### src/rtl/mem_lsu_pkg.sv
// Shared constants, state encoding and op record for the MEM-stage load/store unit.
package mem_lsu_pkg;

  localparam logic [6:0] OPCODE_LOAD  = 7'b0000011;
  localparam logic [6:0] OPCODE_STORE = 7'b0100011;

  localparam logic [2:0] F3_LB  = 3'b000;
  localparam logic [2:0] F3_LH  = 3'b001;
  localparam logic [2:0] F3_LW  = 3'b010;
  localparam logic [2:0] F3_LBU = 3'b100;
  localparam logic [2:0] F3_LHU = 3'b101;
  localparam logic [2:0] F3_SB  = 3'b000;
  localparam logic [2:0] F3_SH  = 3'b001;
  localparam logic [2:0] F3_SW  = 3'b010;

  localparam logic        ENABLE          = 1'b1;
  localparam logic        DISABLE         = 1'b0;
  localparam logic [31:0] DEFAULT_32_ZERO = 32'h0000_0000;

  typedef enum logic [1:0] {
    ST_IDLE = 2'd0,
    ST_REQ  = 2'd1,
    ST_RESP = 2'd2
  } lsu_state_e;

  // Attributes of the access in flight, latched at acceptance.
  typedef struct packed {
    logic       is_store;
    logic [2:0] funct3;
    logic [1:0] addr_lo;
    logic [4:0] rd;
    logic       wb_en;
  } lsu_op_t;

  // True when funct3 is a defined access size and the address is naturally aligned for it.
  function automatic logic access_ok(input logic is_store, input logic [2:0] funct3,
                                     input logic [1:0] addr_lo);
    logic ok;
    ok = 1'b0;
    if (is_store) begin
      case (funct3)
        F3_SB:   ok = 1'b1;
        F3_SH:   ok = ~addr_lo[0];
        F3_SW:   ok = (addr_lo == 2'b00);
        default: ok = 1'b0;
      endcase
    end else begin
      case (funct3)
        F3_LB, F3_LBU: ok = 1'b1;
        F3_LH, F3_LHU: ok = ~addr_lo[0];
        F3_LW:         ok = (addr_lo == 2'b00);
        default:       ok = 1'b0;
      endcase
    end
    return ok;
  endfunction

endpackage

### src/rtl/mem_lsu_align.sv
// Byte-lane steering: store replication/byte enables and load extraction/extension.
module mem_lsu_align
  import mem_lsu_pkg::*;
#(
  parameter int unsigned DATA_W = 32
) (
  input  logic              is_store,
  input  logic [2:0]        funct3,
  input  logic [1:0]        addr_lo,
  input  logic [DATA_W-1:0] store_data,
  input  logic [DATA_W-1:0] rdata,
  output logic [3:0]        be_c,
  output logic [DATA_W-1:0] wdata_c,
  output logic [DATA_W-1:0] load_data_c
);

  logic [DATA_W-1:0] shifted;

  // Lane selection for both directions of the access.
  always_comb begin
    shifted     = rdata >> {addr_lo, 3'b000};
    be_c        = 4'b1111;
    wdata_c     = store_data;
    load_data_c = shifted;
    if (is_store) begin
      case (funct3)
        F3_SB: begin
          be_c    = 4'(4'b0001 << addr_lo);
          wdata_c = {(DATA_W/8){store_data[7:0]}};
        end
        F3_SH: begin
          be_c    = addr_lo[1] ? 4'b1100 : 4'b0011;
          wdata_c = {(DATA_W/16){store_data[15:0]}};
        end
        default: ;
      endcase
    end
    case (funct3)
      F3_LB:   load_data_c = {{(DATA_W-8){shifted[7]}}, shifted[7:0]};
      F3_LBU:  load_data_c = {{(DATA_W-8){1'b0}}, shifted[7:0]};
      F3_LH:   load_data_c = {{(DATA_W-16){shifted[15]}}, shifted[15:0]};
      F3_LHU:  load_data_c = {{(DATA_W-16){1'b0}}, shifted[15:0]};
      default: load_data_c = shifted;
    endcase
  end

endmodule

### src/rtl/mem_lsu.sv
// MEM-stage load/store unit: runs req/ack data-bus accesses and feeds MEM/WB.
module mem_lsu
  import mem_lsu_pkg::*;
#(
  parameter int unsigned ADDR_W      = 32,
  parameter int unsigned DATA_W      = 32,
  parameter int unsigned TIMEOUT_CYC = 255
) (
  input  logic              clk,
  input  logic              rest,
  input  logic              exmem_valid_i,
  input  logic              exmem_wb_en_i,
  input  logic [6:0]        exmem_opcode_i,
  input  logic [2:0]        exmem_funct3_i,
  input  logic [ADDR_W-1:0] exmem_addr_i,
  input  logic [DATA_W-1:0] exmem_wdata_i,
  input  logic [4:0]        exmem_rd_i,
  output logic              lsu_stall_o,
  output logic              dbus_req_o,
  output logic              dbus_we_o,
  output logic [ADDR_W-1:0] dbus_addr_o,
  output logic [DATA_W-1:0] dbus_wdata_o,
  output logic [3:0]        dbus_be_o,
  input  logic              dbus_ack_i,
  input  logic [DATA_W-1:0] dbus_rdata_i,
  output logic              memwb_valid_o,
  output logic              memwb_wb_en_o,
  output logic [4:0]        memwb_rd_o,
  output logic [DATA_W-1:0] memwb_data_o,
  output logic              lsu_misalign_o,
  output logic              lsu_timeout_o
);

  localparam int unsigned       CNT_W     = $clog2(TIMEOUT_CYC + 1);
  localparam logic [CNT_W-1:0]  CNT_LAST  = CNT_W'(TIMEOUT_CYC - 1);
  localparam logic [DATA_W-1:0] ZERO_DATA = DATA_W'(DEFAULT_32_ZERO);

  lsu_state_e        state, state_nx;
  logic [CNT_W-1:0]  cnt, cnt_nx;
  lsu_op_t           op_q, op_nx;

  logic              req_nx, we_nx, mv_nx, mwb_nx, mis_nx, to_nx;
  logic [ADDR_W-1:0] addr_nx;
  logic [DATA_W-1:0] wdata_nx, data_nx;
  logic [3:0]        be_nx;
  logic [4:0]        rd_nx;

  logic              is_store, is_mem, legal;
  logic              al_is_store;
  logic [2:0]        al_funct3;
  logic [1:0]        al_addr_lo;
  logic [3:0]        al_be;
  logic [DATA_W-1:0] al_wdata, al_load;

  // Decode of the instruction currently offered by EX/MEM.
  always_comb begin
    is_store = (exmem_opcode_i == OPCODE_STORE);
    is_mem   = (exmem_opcode_i == OPCODE_LOAD) || is_store;
    legal    = access_ok(is_store, exmem_funct3_i, exmem_addr_i[1:0]);
  end

  // Lane logic sees the incoming op while idle and the latched op afterwards.
  always_comb begin
    if (state == ST_IDLE) begin
      al_is_store = is_store;
      al_funct3   = exmem_funct3_i;
      al_addr_lo  = exmem_addr_i[1:0];
    end else begin
      al_is_store = op_q.is_store;
      al_funct3   = op_q.funct3;
      al_addr_lo  = op_q.addr_lo;
    end
  end

  mem_lsu_align #(.DATA_W(DATA_W)) u_align (
    .is_store    (al_is_store),
    .funct3      (al_funct3),
    .addr_lo     (al_addr_lo),
    .store_data  (exmem_wdata_i),
    .rdata       (dbus_rdata_i),
    .be_c        (al_be),
    .wdata_c     (al_wdata),
    .load_data_c (al_load)
  );

  // Next-state, stall and next values of the registered outputs.
  always_comb begin
    state_nx    = state;
    cnt_nx      = cnt;
    op_nx       = op_q;
    req_nx      = dbus_req_o;
    we_nx       = dbus_we_o;
    addr_nx     = dbus_addr_o;
    wdata_nx    = dbus_wdata_o;
    be_nx       = dbus_be_o;
    mv_nx       = DISABLE;
    mwb_nx      = DISABLE;
    rd_nx       = memwb_rd_o;
    data_nx     = memwb_data_o;
    mis_nx      = DISABLE;
    to_nx       = DISABLE;
    lsu_stall_o = DISABLE;
    case (state)
      ST_IDLE: begin
        if (exmem_valid_i) begin
          if (!is_mem) begin
            mv_nx   = ENABLE;
            mwb_nx  = exmem_wb_en_i;
            rd_nx   = exmem_rd_i;
            data_nx = DATA_W'(exmem_addr_i);
          end else if (!legal) begin
            mv_nx   = ENABLE;
            rd_nx   = exmem_rd_i;
            data_nx = ZERO_DATA;
            mis_nx  = ENABLE;
          end else begin
            lsu_stall_o    = ENABLE;
            op_nx.is_store = is_store;
            op_nx.funct3   = exmem_funct3_i;
            op_nx.addr_lo  = exmem_addr_i[1:0];
            op_nx.rd       = exmem_rd_i;
            op_nx.wb_en    = exmem_wb_en_i;
            req_nx         = ENABLE;
            we_nx          = is_store;
            addr_nx        = {exmem_addr_i[ADDR_W-1:2], 2'b00};
            wdata_nx       = al_wdata;
            be_nx          = al_be;
            cnt_nx         = '0;
            state_nx       = ST_REQ;
          end
        end
      end
      ST_REQ: begin
        lsu_stall_o = ENABLE;
        if (dbus_ack_i) begin
          req_nx   = DISABLE;
          mv_nx    = ENABLE;
          mwb_nx   = op_q.wb_en & ~op_q.is_store;
          rd_nx    = op_q.rd;
          data_nx  = op_q.is_store ? ZERO_DATA : al_load;
          state_nx = ST_RESP;
        end else if (cnt == CNT_LAST) begin
          req_nx   = DISABLE;
          mv_nx    = ENABLE;
          rd_nx    = op_q.rd;
          data_nx  = ZERO_DATA;
          to_nx    = ENABLE;
          state_nx = ST_RESP;
        end else begin
          cnt_nx = CNT_W'(cnt + 1'b1);
        end
      end
      ST_RESP: state_nx = ST_IDLE;
      default: state_nx = ST_IDLE;
    endcase
  end

  // State, counter and registered outputs.
  always_ff @(posedge clk or posedge rest) begin
    if (rest) begin
      state          <= ST_IDLE;
      cnt            <= '0;
      op_q           <= '0;
      dbus_req_o     <= DISABLE;
      dbus_we_o      <= DISABLE;
      dbus_addr_o    <= '0;
      dbus_wdata_o   <= '0;
      dbus_be_o      <= '0;
      memwb_valid_o  <= DISABLE;
      memwb_wb_en_o  <= DISABLE;
      memwb_rd_o     <= '0;
      memwb_data_o   <= '0;
      lsu_misalign_o <= DISABLE;
      lsu_timeout_o  <= DISABLE;
    end else begin
      state          <= state_nx;
      cnt            <= cnt_nx;
      op_q           <= op_nx;
      dbus_req_o     <= req_nx;
      dbus_we_o      <= we_nx;
      dbus_addr_o    <= addr_nx;
      dbus_wdata_o   <= wdata_nx;
      dbus_be_o      <= be_nx;
      memwb_valid_o  <= mv_nx;
      memwb_wb_en_o  <= mwb_nx;
      memwb_rd_o     <= rd_nx;
      memwb_data_o   <= data_nx;
      lsu_misalign_o <= mis_nx;
      lsu_timeout_o  <= to_nx;
    end
  end

endmodule

### config.mk
export PLATFORM = sky130hd
export DESIGN_NAME = mem_lsu
export DESIGN_NICKNAME = d
export VERILOG_FILES = /design/src/rtl/mem_lsu_pkg.sv /design/src/rtl/mem_lsu_align.sv /design/src/rtl/mem_lsu.sv
export SDC_FILE = /design/constraint.sdc
export NUM_CORES = 1
export LEC_CHECK = 0
export CORE_AREA = 5 5 124 126
export DETAILED_ROUTE_END_ITERATION = 12
export DIE_AREA = 0 0 129 131
export PLACE_DENSITY = 0.92
export SYNTH_ARGS = -nofsm -noshare
export SYNTH_HDL_FRONTEND = slang
export SYNTH_HIERARCHICAL = 1
export SYNTH_SLANG_ARGS = --single-unit
export TNS_END_PERCENT = 1
### constraint.sdc
create_clock -name clk -period 7.5 [get_ports clk]
set_input_delay 1.5 -clock clk [delete_from_list [all_inputs] [get_ports clk]]
set_output_delay 1.5 -clock clk [all_outputs]
set_load 0.05 [all_outputs]
==> metrics.txt <==
Post-synth EDFFs 0; Die Area ~17000 µm²; fin. max-slew vios 0; vias in the first global route approximately 6200; gr usage total 0.253; Async S/R FF share, synth 1.00; worst hold margin ~0.46 ns; WL/cell between 15 and 20 µm; internal reg-to-reg setup slack 4.13 ns; global-route wire length before repair about 34000 µm; CTS Buf Count 17; max cap viols 0; hold-fix buffers at CTS 0; crit-path cells clkdlybuf4s50_1 > or4_4 > a2111o_2 > nand2_1 > clkdlybuf4s50_1; drt drc 0; syn_area_per_cell 9.52 µm²; number of synthesized register bits 130; PD cells 234 nW/µm²; Final setup viols 0; Worst VDD drop between 0.15 and 0.2 mV; core area between 10000 and 15000 µm²; largest net degree at the start of global routing a little over 80; diodes inserted 0; final hold viol count 0; Yosys warning count 6; Crit. End Element output pin; GRT met2 Usage 0.412; mapped cell area around 7000 µm²; Crit Reg-Reg Endpoint memwb_data_o[12]; CP dominant cell by count clkdlybuf4s50_1; RSZ-0062 raised after global routing false; Most Crowded Layer GR met2; Synth Instances between 700 and 800; row count 44; Worst Hold Class flop to flop; fraction of layout cells with a size suffix above 1 0.139; Flop pwr share 0.346; Hold Crit Endpoint dbus_wdata_o[29]; Post-CTS Setup Repair Bufs 0; Worst Path Arrival roughly 4 ns; final instance area 9910 µm²; Post-DRT Antenna Nets 0; met3 GRT Util 0.0740; Reg2Reg Depth 7; IO Port Bufs between 200 and 250; worst-skew pair later-pin latency approximately 0.42 ns; Leak roughly 4.6 nW; Die Wd about 130 µm; max incr delay on CP between 0.8 and 0.9 ns; Vias approximately 6300; Iter 0 DRT Violations ~550; RR Startpoint state[0]; antenna violations before repair 0; drt pass-1 iters 5; worst-margin pin slew between 1 and 1.5 ns; CP Buf/Inv Count 2; Initial Utilization 0.495; hold depth 2; total power 2.32 mW; H-tree depth 4; Vert. Die Dim ~130 µm; Tmin final 5.56 ns; root buffer cell clkbuf_16; post-route insts no fill ~1100; CP top delay family buffers and inverters; fin crit share 0.742; relative slew slack 0.205; total negative slack 0 ns; Clock power frac 0.401; hpwl dp between 15000 and 20000 µm; cell-internal power ~1.6 mW; CTS tree yes; # IOs between 200 and 250; Worst path slowest cell clkdlybuf4s50_1; Area growth syn-to-layout 40.9%; CTS Buffer Depth 2; Routed WL around 21000 µm; Net Sw Frac 0.307; met1 usage 0.331; Seq/Total Area, Yosys 0.462; WS Path Type input pin to output pin; Nets ~1000; CP Data Required Time 6.00 ns; Via density around 5.6; Logic pwr share 0.252; Post-DP Area slightly above 9000 µm²; gr ovfl total 0; unique cell type count in the Yosys netlist between 50 and 60; Max Freq between 150 and 200 MHz; crit path launch type input pin; clock skew between 0.009 and 0.01 ns; HP Start dbus_wdata_o[29]; switching power about 0.71 mW; Clock transition at path regs 0.06 ns; Primary FF master, synth dfrtp_1; DP Cell Count 1096; Max FO, Critical Path 5; clk sink count between 100 and 150; post-CTS sizing 0; routability congestion estimate 0.858; status complete, no violations
cell type report:
class                   count  area, µm²
flip-flops and latches    130       3250
inverters                   5       23.8
clock inverters            12        204
fillers                  1009       4290
repair buffers            233       2310
multi-input cells         544       3430
well taps                 184        230
clock buffers              20        457
power groups by stage:
stage	clock, mW	combinational [mW]	sequential [mW]
2_1_floorplan	0	0.168	1.01
3_3_place_gp	0	0.575	0.809
3_5_place_dp	0	0.584	0.813
4_1_cts	0.942	0.588	0.803
5_1_grt	0.975	0.615	0.811
6_report	0.931	0.584	0.803
cells by family after synthesis:
| group | synth area share |
|---|---|
| other | 0.000533 |
| adders and majority gates | 0.00356 |
| xor gates and xnor gates | 0.00124 |
| DFF | 0.462 |
| AOI/OAI and AO/OA | 0.142 |
| buffers and inverters | 0.0539 |
| muxes | 0.153 |
| and+or+nand+nor | 0.184 |
through the flow:
stage / setup slack [ns] / utilization
5_1_grt: 1.90 / 0.698
6_report: 1.94 / 0.698
4_1_cts: 1.96 / 0.698
3_3_place_gp: 1.97 / 0.651
2_1_floorplan: 2.53 / -
3_5_place_dp: 1.97 / 0.651
routing by layer:
layer | up-vias | share of wire
met5 | - | 0
met4 | 0 | 0.016
met3 | 27 | 0.076
met2 | 245 | 0.49
met1 | 3083 | 0.41
li1 | 2917 | -
cells in the mapped netlist (all sizes together) (3+ instances only):
master / n / share of area
nor3: 3 / 0.0028
a22oi: 17 / 0.018
inv: 4 / 0.0021
mux2: 75 / 0.13
mux2i: 15 / 0.021
o21ai: 34 / 0.024
dfrtp: 130 / 0.46
a41oi: 4 / 0.0050
nand3: 6 / 0.0043
or2: 3 / 0.0027
buf: 35 / 0.037
a21oi: 19 / 0.014
nor2: 19 / 0.010
a31oi: 5 / 0.0044
clkbuf: 26 / 0.014
a211oi: 3 / 0.0032
nor2b: 3 / 0.0037
nand2: 265 / 0.14
a22o: 32 / 0.040
a221oi: 7 / 0.0087
nor3b: 4 / 0.0050
placed cells by master, fill, tap and decap left out, types with 6 or more instances in the layout:
cell             netlist  routed
a22o_1                32      32
dfrtp_1              130     130
buf_4                 16       8
mux2_4                21      21
nand2_1              265     265
clkbuf_16              0      17
mux2i_1               15      15
nor2_1                19      19
nand3_1                6       6
a22oi_1               17      17
o21ai_0               31      31
mux2_2                54      54
clkdlybuf4s50_1        0     225
a21oi_1               19      19
a221oi_1               7       7
sequential cells by signal, indices dropped and copies added (netlist names):
register and cells:
dbus_be_o 4, state 2, memwb_wb_en_o 1, cnt 8, lsu_timeout_o 1, memwb_valid_o 1
lsu_misalign_o 1, memwb_rd_o 5, memwb_data_o 32, dbus_wdata_o 32, op_q 12, dbus_req_o 1
dbus_addr_o 30
worst min-delay path: stages, from the launching register on:
cell and delay [ns]:
dfrtp_1 0.34, nand2_1 0.05, nand2_1 0.05
worst max path at each step:
stage	start	end	slack, ns	cells past startpoint
after floorplan	rest	cnt[0]	2.53	1
after global placement	exmem_addr_i[0]	lsu_stall_o	1.97	5
after detailed placement	exmem_addr_i[0]	lsu_stall_o	1.97	5
after CTS	exmem_addr_i[0]	lsu_stall_o	1.96	5
after global routing	exmem_addr_i[0]	lsu_stall_o	1.90	5
final	exmem_addr_i[0]	lsu_stall_o	1.94	5
Note: power is estimated with default switching activity, not from simulation.
